`config.mk`:
```
export PLATFORM = sky130hd
export DESIGN_NAME = llsc_resv_table_flat
export DESIGN_NICKNAME = d
export VERILOG_FILES = /design/src/rtl/llsc_pkg.sv /design/src/rtl/llsc_resv_table_if.sv /design/src/rtl/llsc_alloc_sel.sv /design/src/rtl/llsc_resv_table.sv /design/src/flat_wrapper.sv
export SDC_FILE = /design/constraint.sdc
export NUM_CORES = 1
export LEC_CHECK = 0
export ABC_CLOCK_PERIOD_IN_PS = 4200
export BUFFER_PORTS_ARGS = -buffer_cell sky130_fd_sc_hd__clkbuf_2
export CELL_PAD_IN_SITES_DETAIL_PLACEMENT = 1
export CELL_PAD_IN_SITES_GLOBAL_PLACEMENT = 1
export CORE_UTILIZATION = 46
export DETAILED_ROUTE_END_ITERATION = 8
export GPL_ROUTABILITY_DRIVEN = 0
export PLACE_DENSITY = 0.84
export SKIP_LAST_GASP = 1
export SYNTH_ARGS = -nofsm -noshare
export SYNTH_HDL_FRONTEND = slang
export SYNTH_HIERARCHICAL = 1
export SYNTH_SLANG_ARGS = --single-unit
```
`constraint.sdc`:
```
create_clock -name clock -period 4.2 [get_ports clock]
set_input_delay 0.42 -clock clock [delete_from_list [all_inputs] [get_ports clock]]
set_output_delay 0.42 -clock clock [all_outputs]
set_load 0.01 [all_outputs]
```
`src/rtl/llsc_pkg.sv`:
```
// Shared types for the LL/SC reservation table: op encoding, entry layout and LSQ opcode mapping.
// Entry fields are sized to the widest supported thread id and tag; narrower configs zero-extend.
package llsc_pkg;

  typedef enum logic [1:0] {
    OP_NOP = 2'd0,
    OP_LL  = 2'd1,
    OP_SC  = 2'd2,
    OP_ST  = 2'd3
  } llsc_op_t;

  localparam int LLSC_TID_W_MAX = 4;
  localparam int LLSC_TAG_W_MAX = 64;

  typedef struct packed {
    logic                      valid;
    logic [LLSC_TID_W_MAX-1:0] tid;
    logic [LLSC_TAG_W_MAX-1:0] tag;
  } llsc_entry_t;

  // LSQ instruction classes as seen by the reservation table.
  localparam llsc_op_t LDQ_L_INST = OP_LL;
  localparam llsc_op_t STQ_C_INST = OP_SC;
  localparam llsc_op_t STQ_INST   = OP_ST;

endpackage

```
`src/rtl/llsc_resv_table_if.sv`:
```
// Request/flush/response bundle between the LSQ commit path (master) and the reservation table (slave).
interface llsc_resv_table_if #(
  parameter int NUM_THREADS = 2,
  parameter int DEPTH       = 4,
  parameter int ADDR_W      = 64
) ();
  import llsc_pkg::*;

  localparam int TID_W = (NUM_THREADS > 1) ? $clog2(NUM_THREADS) : 1;
  localparam int IDX_W = $clog2(DEPTH);

  logic              req_valid;
  llsc_op_t          req_op;
  logic [TID_W-1:0]  req_tid;
  logic [ADDR_W-1:0] req_addr;
  logic              flush_valid;
  logic [TID_W-1:0]  flush_tid;
  logic              resp_valid;
  logic              resp_sc_success;
  logic              resp_evicted;
  logic              full;
  logic [IDX_W:0]    count;

  modport master (
    output req_valid, req_op, req_tid, req_addr, flush_valid, flush_tid,
    input  resp_valid, resp_sc_success, resp_evicted, full, count
  );

  modport slave (
    input  req_valid, req_op, req_tid, req_addr, flush_valid, flush_tid,
    output resp_valid, resp_sc_success, resp_evicted, full, count
  );

endinterface

```
`src/rtl/llsc_alloc_sel.sv`:
```
// Lowest-index priority encoder: picks the first set bit of free_vec.
module llsc_alloc_sel #(
  parameter  int DEPTH = 4,
  localparam int IDX_W = $clog2(DEPTH)
) (
  input  logic [DEPTH-1:0] free_vec,
  output logic [IDX_W-1:0] free_idx,
  output logic             any_free
);

  always_comb begin
    free_idx = '0;
    for (int i = DEPTH - 1; i >= 0; i--) begin
      if (free_vec[i]) free_idx = IDX_W'(i);
    end
  end

  assign any_free = |free_vec;

endmodule

```
`src/rtl/llsc_resv_table.sv`:
```
// Multi-thread LL/SC reservation table with victim eviction, per-thread flush and registered SC verdict.
// Optional reservation expiry is enabled by defining LLSC_TIMEOUT_EN.
module llsc_resv_table
  import llsc_pkg::*;
#(
  parameter int NUM_THREADS = 2,
  parameter int DEPTH       = 4,
  parameter int ADDR_W      = 64,
  parameter int GRAN_LSB    = 3,
  parameter int TIMEOUT     = 255
) (
  input logic              clock,
  input logic              reset,
  llsc_resv_table_if.slave bus
);

  localparam int TID_W = (NUM_THREADS > 1) ? $clog2(NUM_THREADS) : 1;
  localparam int IDX_W = $clog2(DEPTH);
  localparam int TAG_W = ADDR_W - GRAN_LSB;

  genvar gi;

  generate
    if (DEPTH < 2 || TIMEOUT < 1 || GRAN_LSB < 1 ||
        TID_W > LLSC_TID_W_MAX || TAG_W > LLSC_TAG_W_MAX) begin : g_bad_cfg
      $error("llsc_resv_table: unsupported parameter combination");
    end
  endgenerate

  llsc_entry_t      entry_reg  [DEPTH];
  llsc_entry_t      entry_next [DEPTH];
  logic [IDX_W-1:0] victim_reg, victim_next;
  logic             resp_valid_reg, resp_sc_reg, resp_evict_reg;

  logic [LLSC_TID_W_MAX-1:0] req_tid_x, flush_tid_x;
  logic [LLSC_TAG_W_MAX-1:0] req_tag_x;
  logic [GRAN_LSB-1:0]       unused_offset;

  assign req_tid_x     = LLSC_TID_W_MAX'(bus.req_tid);
  assign flush_tid_x   = LLSC_TID_W_MAX'(bus.flush_tid);
  assign req_tag_x     = LLSC_TAG_W_MAX'(bus.req_addr[ADDR_W-1:GRAN_LSB]);
  assign unused_offset = bus.req_addr[GRAN_LSB-1:0];

  logic req_act, blocked, ll_go, sc_go, st_go;
  logic [DEPTH-1:0] valid_vec, live, tag_hit, thr_hit, kill, expired;

  assign req_act = bus.req_valid && (bus.req_op != OP_NOP);
  // A flush of the requesting thread suppresses the request's own effect.
  assign blocked = bus.flush_valid && (bus.flush_tid == bus.req_tid);
  assign ll_go   = req_act && (bus.req_op == OP_LL) && !blocked;
  assign sc_go   = req_act && (bus.req_op == OP_SC) && !blocked;
  assign st_go   = req_act && (bus.req_op == OP_ST);

  generate
    for (gi = 0; gi < DEPTH; gi++) begin : g_match
      assign valid_vec[gi] = entry_reg[gi].valid;
      assign live[gi]      = entry_reg[gi].valid && !expired[gi];
      assign tag_hit[gi]   = live[gi] && (entry_reg[gi].tag == req_tag_x);
      assign thr_hit[gi]   = tag_hit[gi] && (entry_reg[gi].tid == req_tid_x);
      assign kill[gi]      = expired[gi]
                           || (bus.flush_valid && entry_reg[gi].valid &&
                               (entry_reg[gi].tid == flush_tid_x))
                           || (tag_hit[gi] && (st_go || sc_go));
    end
  endgenerate

  logic [IDX_W-1:0] match_idx, free_idx, wr_idx;
  logic             any_thr, any_free, sc_ok, evict;

  llsc_alloc_sel #(.DEPTH(DEPTH)) u_match_sel (
    .free_vec (thr_hit),
    .free_idx (match_idx),
    .any_free (any_thr)
  );

  llsc_alloc_sel #(.DEPTH(DEPTH)) u_free_sel (
    .free_vec (~live),
    .free_idx (free_idx),
    .any_free (any_free)
  );

  assign sc_ok  = sc_go && any_thr;
  assign evict  = ll_go && !any_thr && !any_free;
  assign wr_idx = any_thr ? match_idx : (any_free ? free_idx : victim_reg);

  // Invalidations first, then the LL write so it can reuse a slot freed this cycle.
  always_comb begin
    for (int i = 0; i < DEPTH; i++) begin
      entry_next[i] = entry_reg[i];
      if (kill[i]) entry_next[i].valid = 1'b0;
    end
    if (ll_go) begin
      entry_next[wr_idx].valid = 1'b1;
      entry_next[wr_idx].tid   = req_tid_x;
      entry_next[wr_idx].tag   = req_tag_x;
    end
    victim_next = victim_reg;
    if (evict) begin
      victim_next = (victim_reg == IDX_W'(DEPTH - 1)) ? '0 : victim_reg + 1'b1;
    end
  end

  always_ff @(posedge clock) begin
    if (reset) begin
      for (int i = 0; i < DEPTH; i++) entry_reg[i] <= '0;
      victim_reg     <= '0;
      resp_valid_reg <= 1'b0;
      resp_sc_reg    <= 1'b0;
      resp_evict_reg <= 1'b0;
    end else begin
      for (int i = 0; i < DEPTH; i++) entry_reg[i] <= entry_next[i];
      victim_reg     <= victim_next;
      resp_valid_reg <= req_act;
      resp_sc_reg    <= sc_ok;
      resp_evict_reg <= evict;
    end
  end

`ifdef LLSC_TIMEOUT_EN
  localparam int AGE_W = $clog2(TIMEOUT + 1);

  generate
    for (gi = 0; gi < DEPTH; gi++) begin : g_age
      logic [AGE_W-1:0] age_reg;

      assign expired[gi] = entry_reg[gi].valid && (age_reg == AGE_W'(TIMEOUT));

      always_ff @(posedge clock) begin
        if (reset) begin
          age_reg <= '0;
        end else if (ll_go && (wr_idx == IDX_W'(gi))) begin
          age_reg <= '0;
        end else if (live[gi]) begin
          age_reg <= age_reg + 1'b1;
        end else begin
          age_reg <= '0;
        end
      end
    end
  endgenerate
`else
  assign expired = '0;
`endif

  logic [IDX_W:0] count_val;

  always_comb begin
    count_val = '0;
    for (int i = 0; i < DEPTH; i++) begin
      count_val = count_val + {{IDX_W{1'b0}}, valid_vec[i]};
    end
  end

  assign bus.resp_valid      = resp_valid_reg;
  assign bus.resp_sc_success = resp_sc_reg;
  assign bus.resp_evicted    = resp_evict_reg;
  assign bus.full            = &valid_vec;
  assign bus.count           = count_val;

endmodule

```
`src/flat_wrapper.sv`:
```
// flat-port wrapper written by rule: the top's interface ports become plain ports
module llsc_resv_table_flat import llsc_pkg::*;
#(
  parameter int NUM_THREADS = 2,
  parameter int DEPTH       = 4,
  parameter int ADDR_W      = 64,
  parameter int GRAN_LSB    = 3,
  parameter int TIMEOUT     = 255
)
  (clock, reset, bus_req_valid, bus_req_op, bus_req_tid, bus_req_addr, bus_flush_valid, bus_flush_tid, bus_resp_valid, bus_resp_sc_success, bus_resp_evicted, bus_full, bus_count);
  llsc_resv_table_if #(.NUM_THREADS(NUM_THREADS), .DEPTH(DEPTH), .ADDR_W(ADDR_W)) bus_i ();
  input logic clock;
  input logic reset;
  input wire logic [$bits(bus_i.req_valid)-1:0] bus_req_valid;
  input wire logic [$bits(bus_i.req_op)-1:0] bus_req_op;
  input wire logic [$bits(bus_i.req_tid)-1:0] bus_req_tid;
  input wire logic [$bits(bus_i.req_addr)-1:0] bus_req_addr;
  input wire logic [$bits(bus_i.flush_valid)-1:0] bus_flush_valid;
  input wire logic [$bits(bus_i.flush_tid)-1:0] bus_flush_tid;
  output wire logic [$bits(bus_i.resp_valid)-1:0] bus_resp_valid;
  output wire logic [$bits(bus_i.resp_sc_success)-1:0] bus_resp_sc_success;
  output wire logic [$bits(bus_i.resp_evicted)-1:0] bus_resp_evicted;
  output wire logic [$bits(bus_i.full)-1:0] bus_full;
  output wire logic [$bits(bus_i.count)-1:0] bus_count;
  assign bus_i.req_valid = bus_req_valid;
  assign bus_i.req_op = bus_req_op;
  assign bus_i.req_tid = bus_req_tid;
  assign bus_i.req_addr = bus_req_addr;
  assign bus_i.flush_valid = bus_flush_valid;
  assign bus_i.flush_tid = bus_flush_tid;
  assign bus_resp_valid = bus_i.resp_valid;
  assign bus_resp_sc_success = bus_i.resp_sc_success;
  assign bus_resp_evicted = bus_i.resp_evicted;
  assign bus_full = bus_i.full;
  assign bus_count = bus_i.count;
  llsc_resv_table #(.NUM_THREADS(NUM_THREADS), .DEPTH(DEPTH), .ADDR_W(ADDR_W), .GRAN_LSB(GRAN_LSB), .TIMEOUT(TIMEOUT)) u_core (.clock(clock), .reset(reset), .bus(bus_i));
endmodule
```
Word level (Yosys, flattened, before mapping)
Memories as Yosys holds them, arrays and structs flattened.
Cells that the tools add are included.
{"block": "word_totals", "inputBits": 72, "out_inout_bits": 7, "n_memories": 1, "ramBits": 276, "ff_bits": 5}
{"block": "op_classes", "n_mux": 32, "bitwise_logic": 6, "n_eq_ne": 17, "n_addsub": 4, "reduce_logical": 43, "order_cmp": 2}
{"name": "u_core.entry_reg", "words": 4, "width": 69, "read_ports": 4, "rd_ports_with_merged_regs": 0, "write_ports": 4, "line": "llsc_resv_table.sv:30", "text": "llsc_entry_t entry_reg [DEPTH];"}
{"cell": "bitwise mux 276 bit", "count": 3}
{"cell": "demux 69 bit (select 2 bit)", "count": 3}
{"cell": "two-way mux 69 bit", "count": 5}
{"cell": "two-way mux 276 bit", "count": 1}
{"cell": "equality test 64 x 61 -> 1 bit", "count": 4}
{"cell": "two-way mux 68 bit", "count": 1}
{"cell": "two-way mux 64 bit", "count": 1}
{"cell": "equality test 4 x 1 -> 1 bit", "count": 8}
{"cell": "logical AND 1 bit", "count": 31}
{"cell": "two-way mux 2 bit", "count": 11}
{"cell": "OR reduction 4 bit", "count": 2}
{"cell": "two-way mux 1 bit", "count": 7}
{"cell": "adder 3 x 1 -> 3 bit", "count": 2}
{"cell": "equality test 2 bit, second input constant", "count": 3}
{"cell": "logical OR 1 bit", "count": 5}
{"cell": "inverter 4 bit", "count": 1}
{"cell": "OR 1 bit", "count": 4}
{"cell": "AND reduction 4 bit", "count": 1}
{"cell": "greater-or-equal comparator 3 bit, second input constant", "count": 1}
{"cell": "logical NOT 1 bit", "count": 3}
{"cell": "< comparator 3 x 1 -> 1 bit, second input constant", "count": 1}
{"cell": "inverter 2 -> 3 bit", "count": 1}
{"cell": "adder 1 x 1 -> 2 bit", "count": 1}
{"cell": "adder 2 x 1 -> 2 bit, second input constant", "count": 1}
{"cell": "3 further kinds", "count": 3}

Depth between registers and ports, before layout
Gate-level depths: netlist of run 1.
An unclocked memory read counts as a cell.
{"block": "depth", "depth_word": 19, "mapped_depth": 17, "depth_no_buf": 12}

Hierarchy
The synthesis of run 1 kept the hierarchy.
{"module": "llsc_resv_table", "n_inst": 1, "cells_per_inst": 1683, "area_each_um2": 13197.7}
{"module": "llsc_alloc_sel", "n_inst": 2, "cells_per_inst": 7, "area_each_um2": 35.0}

Worst setup path before layout of run 1
No wires, ideal clock.
{"block": "synth_path", "path_type": "input -> register", "startpoint": "input port bus_req_addr[36]", "endpoint": "register with a tool-made name", "path_slack_ns": 0.937, "path_buffers": 5, "arrival_ns": 3.131, "cell_stages": 16, "required_time_ns": 4.068, "cell_sequence": "clkbuf_1 -> xnor2_1 -> nand4_1 -> nor4_1 -> nand4_1 -> nor3_1 -> nor2_1 -> nand2_1 -> clkbuf_1 -> o21ai_1 -> or3_1 -> buf_2 -> buf_6 -> buf_6 -> nand2_1 -> a21oi_1"}
{"element": "start, declared", "line": "flat_wrapper.sv:17", "text": "input wire logic [$bits(bus_i.req_addr)-1:0] bus_req_addr;"}

==> flow_summary_export.csv, run 1 <==
group,metric,value,unit
final_layout,layout_commonest_cell,"nand2_1",
clock_tree,cts_tree,"yes",
critical_path,critPathCaptureType,"register",
yosys,syn-num-nets,1774,
critical_path,cp-start-kind,"register",
critical_path,arrival,4260,ps
final_layout,fillerInstances,3493,
die,initial_core_util,0.472,
clock_tree,htreeDepth,1,
die,dieArea,29500,um2
die,die_height,172,um
critical_path,critical_path_class,"reg2reg",
placement,dp.cells,2057,
power,vdd_drop_max,0.000296,V
timing,timing.setup.tns,0,ps
clock_tree,path_clk_slew,60,ps
detailed_routing,dr.first_iter.drc_count,1134,
worst_hold_path,hp-class,"in2reg",
critical_path,cp_cell_sequence,"xnor2_1, nand4_1, nor4_1, nand4_1, nor3_1, nor2_1, nand2_1, buf_4, o21ai_1, or3_2, buf_12, nand2_1, a21oi_1",
placement,placed_cell_area,14100,um2
critical_path,crit_slowest_cell,"nor4_1",
yosys,synthMuxAreaShare,0.00302,
timing,max-slew-margin-rel,0.316,
clock_tree,cts_sinks,281,
grt,grt_max_degree,171,
critical_path,cp.required,4600,ps
detailed_routing,firstDrtPassIters,5,
yosys,synth_fa_ha_area_frac,0.00528,
power,leakagePower,4.81,nW
grt,grt_util_met3,0.0720,
yosys,ys_seq_area_frac,0.424,
detailed_routing,drt-total-wl,48600,um
timing,fmax,259,MHz
run_status,status,"complete, no violations",
grt,grt_pass1_vias,12800,
grt,grt-busiest-layer,"met2",
yosys,synth_top_family_by_area,"simple AND/OR/NAND/NOR gates",
yosys,avgSynthCellArea,7.82,um2
clock_tree,clkLatencyLatePin,580,ps
detailed_routing,wl_per_cell,23.0,um
yosys,synth.area.top_cells,"dfxtp_1, xnor2_1, nand2_1",
power,p_per_area,396,nW/um2
yosys,synth_top_area_cell,"dfxtp_1",
final_layout,layout-drive-gt1-share,0.112,
detailed_routing,ant_nets,0,
final_layout,nets,1789,
grt,grt_use_met1,0.414,
yosys,synth-xor-area-share,0.167,
yosys,synth.top_cell.area_share,0.424,
worst_hold_path,hp-start,"bus_req_op[0]",
clock_tree,post_cts_buffers,0,
timing,slew_violations,0,
detailed_routing,vias,12400,
timing,finClkSkew,26.2,ps
timing,worst_pin_slew,1020,ps
die,io_pins,79,
critical_path,cp_num_buf_inv,2,
grt,antenna_found_initial,4,
final_layout,seqCellArea,5630,um2
clock_tree,cts_buffer_depth,3,
yosys,synthesis.area,13300,um2
clock_tree,cts_made_buffers,31,
critical_path,rrSetupSlack,340,ps
grt,grt_remaining_overflow,0,
worst_hold_path,min_to,"u_core/bus.resp_sc_success$_SDFF_PP0_",
grt,grt_pass1_wl,73500,um
clock_tree,cts-resized-gates,0,
detailed_routing,drc,0,
critical_path,r2r_cells,13,
yosys,ys_types,30,
grt,use_met2,0.532,
yosys,ys_warn_count,6,
clock_tree,cts.root.buffer_cell,"clkbuf_16",
final_layout,stdcell_count,2113,
placement,dpl.hpwl,33900,um
die,row_count,61,
die,die_w,172,um
timing,setup_viol_count_final,0,
critical_path,cp_max_fo,68,
final_layout,multiInputGateArea,6970,um2
yosys,yosys.area_share.simple,0.247,
worst_hold_path,min_path_cells,2,
final_layout,syn2layout_area_growth,14.0,%
grt,grt_usage,0.332,
final_layout,layout_common_cells,"nand2_1, dfxtp_1, a21oi_1, xnor2_1, nand4_1",
timing,finalCritPeriodShare,0.919,
die,core_area,28100,um2
timing,rsz0062_at_grt,"no",
critical_path,cpPeakStageDelay,590,ps
clock_tree,cts_hold_buffers,0,
detailed_routing,vias_per_cell,5.88,
timing,fin_crit,3860,ps
critical_path,cpLargestDelayFamily,"simple AND/OR/NAND/NOR gates",
job,drv_cap,0,
placement,portBuffers,75,
yosys,ys_ff_latch,281,
yosys,synth_cells,1697,
final_layout,design_area,15100,um2
timing,hold_viol,0,
yosys,synth_compound_gate_area_share,0.101,
layer usage:
| metal | up-vias | share of wire | wire (um) |
|---|---|---|---|
| met5 | - | 0.00080 | 39 |
| met4 | 6 | 0.056 | 2710 |
| met3 | 141 | 0.080 | 3870 |
| met2 | 511 | 0.45 | 21700 |
| met1 | 6096 | 0.42 | 20300 |
| li1 | 5661 | - | - |
through the flow:
stage | worst slack [ps] | hold WS [ps] | total power [W] | utilization
after floorplan | 937 | 444 | 0.00309 | -
after global placement | 369 | 454 | 0.00326 | 0.502
after detailed placement | 224 | 461 | 0.00327 | 0.502
after CTS | 421 | 61.4 | 0.00600 | 0.538
after global routing | 203 | 74.8 | 0.00615 | 0.538
final | 339 | 75.6 | 0.00599 | 0.538
worst max-delay path by stage:
stage                                       startpoint  endpoint  depth (start not counted)
finish                                        register  register                         13
global route        u_core/entry_reg[2][68]$_SDFF_PP0_  register                         15
CTS                 u_core/entry_reg[2][68]$_SDFF_PP0_  register                         14
detailed placement                     bus_req_addr[6]  register                         13
global placement                       bus_req_addr[9]  register                         13
floorplan                             bus_req_addr[36]  register                         16
cell usage after synthesis:
| master | number |
|---|---|
| nand4_1 | 120 |
| nand2_1 | 512 |
| o221a_2 | 4 |
| ha_1 | 4 |
| nor3_1 | 11 |
| nor3_2 | 2 |
| nand3_1 | 2 |
| nand2b_1 | 2 |
| buf_6 | 7 |
| or3_1 | 6 |
| nor4_1 | 33 |
| nor4b_1 | 5 |
| a211o_1 | 1 |
| o21a_1 | 1 |
| xor2_1 | 8 |
| buf_2 | 28 |
| o211ai_1 | 1 |
| inv_1 | 10 |
| a21oi_1 | 248 |
| and3_1 | 27 |
| buf_4 | 1 |
| o21ai_1 | 2 |
| mux2i_1 | 4 |
| clkbuf_1 | 115 |
| nor2_1 | 13 |
| fa_1 | 1 |
| xnor2_1 | 245 |
| a21oi_2 | 2 |
| a211oi_1 | 1 |
| dfxtp_1 | 281 |
kinds of logic after synthesis:
| family | after synthesis |
|---|---|
| compound gates | 260 |
| xor+xnor | 253 |
| fa+ha+maj | 5 |
| buf+inv | 161 |
| flops | 281 |
| mux | 4 |
| simple gates | 733 |
where the power goes:
group	switching (W)	total (W)	internal, W	leakage, nW
registers	0.0000152	0.00270	0.00269	2.27
clock network	0.00114	0.00275	0.00162	0.506
logic	0.000365	0.000533	0.000168	2.04
area by class of cell:
type	instances	share of cell area
Clock inverter	9	0.00695
Clock buffer	46	0.0603
Tap cell	378	0.0313
Sequential cell	281	0.372
Multi-Input combinational cell	1255	0.461
Inverter	10	0.00248
Antenna cell	1	0.000165
Timing Repair Buffer	133	0.0658
No activity file was read; power rests on OpenSTA's default activity.
==> run 2: changes to the inputs <==
Settings changed: ABC_CLOCK_PERIOD_IN_PS 4200 to 3800, CORE_UTILIZATION 46 to 49, PLACE_DENSITY 0.84 to 0.85, SYNTH_HIERARCHICAL 1 to default.
Clock period 4.2 ns to 3.8 ns, I/O delays scaled along.
==> flow_summary_export.csv, run 2 <==
group,metric,value,unit
run_status,status,"complete, no violations",
detailed_routing,firstDrtPassIters,6,
yosys,synth.top_cell.area_share,0.386,
final_layout,layout_common_cells,"nand2b_1, dfxtp_1, xnor2_1, mux2i_1, nand4_1",
clock_tree,cts-resized-gates,0,
grt,grt_pass1_wl,71800,um
clock_tree,htreeDepth,1,
die,row_count,62,
timing,hold_viol,0,
final_layout,antennaDiodeCount,0,
yosys,ys_ff_latch,281,
clock_tree,clkLatencyLatePin,560,ps
clock_tree,post_cts_buffers,0,
timing,max-slew-margin-rel,0.390,
worst_hold_path,hp-class,"in2reg",
critical_path,critical_path_class,"reg2reg",
detailed_routing,wl_per_cell,25.2,um
detailed_routing,ant_nets,0,
final_layout,layout-drive-gt1-share,0.117,
die,die_w,175,um
clock_tree,cts_tree,"yes",
worst_hold_path,min_to,"u_core.bus.resp_valid$_SDFF_PP0_",
die,core_area,29000,um2
yosys,synth.area.top_cells,"dfxtp_1, mux2i_1, xnor2_1",
grt,grt_pass1_vias,11700,
final_layout,nets,1572,
power,total_power,0.00663,W
die,dieArea,30500,um2
grt,grt_usage,0.311,
grt,grt-busiest-layer,"met2",
final_layout,syn2layout_area_growth,11.9,%
yosys,ys_seq_area_frac,0.386,
final_layout,multiInputGateArea,8340,um2
timing,hold_slack,71.5,ps
yosys,synthFlopType,"dfxtp_1",
timing,slew_violations,0,
detailed_routing,dr.first_iter.drc_count,1041,
die,io_pins,79,
yosys,synth_cells,1477,
clock_tree,cts_buffer_depth,3,
yosys,ys_types,42,
clock_tree,path_clk_slew,60,ps
grt,grt_max_degree,159,
job,drv_cap,0,
clock_tree,cts_hold_buffers,0,
critical_path,cp.required,4270,ps
power,leakagePower,6.49,nW
grt,grt_remaining_overflow,0,
die,initial_core_util,0.503,
grt,use_met2,0.501,
critical_path,rrSetupSlack,250,ps
detailed_routing,vias,11200,
critical_path,critPathCaptureType,"register",
timing,rsz0062_at_grt,"no",
grt,grt_util_met3,0.0691,
yosys,avgSynthCellArea,9.87,um2
timing,fmax,282,MHz
die,die_height,175,um
timing,worst_pin_slew,908,ps
final_layout,fillerInstances,3227,
power,p_per_area,406,nW/um2
worst_hold_path,min_path_cells,3,
clock_tree,cts_made_buffers,30,
yosys,synthTopCellsByCount,"nand2b_1, dfxtp_1, xnor2_1, mux2i_1, nand4_1",
clock_tree,cts_sinks,281,
placement,dpl.hpwl,35600,um
worst_hold_path,hp-start,"bus_req_op[1]",
timing,finClkSkew,14.1,ps
timing,fin_crit,3550,ps
yosys,synth_top_area_cell,"dfxtp_1",
critical_path,r2r_cells,10,
detailed_routing,drc,0,
yosys,yosysMostFrequentCell,"nand2b_1",
power,vdd_drop_max,0.000303,V
timing,finalCritPeriodShare,0.934,
detailed_routing,drt-total-wl,47900,um
placement,portBuffers,75,
critical_path,cp_max_fo,23,
final_layout,layout_commonest_cell,"nand2b_1",
yosys,ys_warn_count,0,
yosys,syn-num-nets,1553,
final_layout,seqCellArea,5630,um2
timing,timing.setup.tns,0,ps
detailed_routing,vias_per_cell,5.91,
yosys,synth_edf_count,0,
critical_path,cp-start-kind,"register",
critical_path,arrival,4020,ps
clock_tree,cts.root.buffer_cell,"clkbuf_16",
timing,setup_viol_count_final,0,
yosys,synthesis.area,14600,um2
grt,grt_use_met1,0.390,
grt,antenna_found_initial,0,
yosys,async_reset_ff_frac,0,
run 2: cells by family (layout without fill, tap and decap cells):
family / after synthesis / in the layout / share of synthesized area
adders and majority gates: 4 / 4 / 0.00395
xor gates and xnor gates: 253 / 253 / 0.152
muxes: 250 / 250 / 0.172
buffers and inverters: 132 / 173 / 0.0436
AOI/OAI and AO/OA: 24 / 24 / 0.0126
and+or+nand+nor: 533 / 533 / 0.230
DFF: 281 / 281 / 0.386
run 2: area by class of cell:
class,count,share of cell area
Multi-Input combinational cell,1064,0.511
Timing Repair Buffer,118,0.0539
Sequential cell,281,0.345
Clock inverter,9,0.00468
Clock buffer,45,0.0563
Inverter,1,0.000230
Tap cell,384,0.0294
run 2: through the flow:
stage	std cells	worst slack [ps]	utilization	instance area, um2
detailed placement	1848	277	0.528	15300
CTS	1902	480	0.563	16300
floorplan	1477	1260	-	14600
global route	1902	185	0.563	16300
global placement	1848	322	0.528	15300
finish	1902	252	0.563	16300
run 2: how the worst max path moves through the flow:
stage,to,slack (ps),cells past startpoint,startpoint
final,register,250,10,register
after global routing,register,180,10,register
after CTS,register,480,10,register
after detailed placement,register,280,12,bus_req_addr[9]
after global placement,register,320,12,bus_req_addr[9]
after floorplan,register,1260,12,bus_req_addr[28]
run 2: power breakdown:
part / total, W / switching, W / internal (W)
combinational: 0.000676 / 0.000429 / 0.000247
clock: 0.00296 / 0.00124 / 0.00172
sequential: 0.00299 / 0.0000188 / 0.00297
run 2: metal layers:
| metal | share of wire | wire length [um] |
|---|---|---|
| met4 | 0.059 | 2840 |
| met2 | 0.45 | 21700 |
| met3 | 0.080 | 3810 |
| met1 | 0.41 | 19600 |
| met5 | 0 | 0 |
run 2: critical path, cell delays in order (launching register included):
cell     delay, ps
dfxtp_1        350
xnor2_1        750
nand4_1        180
nor4_1         360
nand4_1        340
o22ai_2        330
a21o_1         210
nor3b_2        230
buf_4          190
buf_12         220
mux2i_1        260
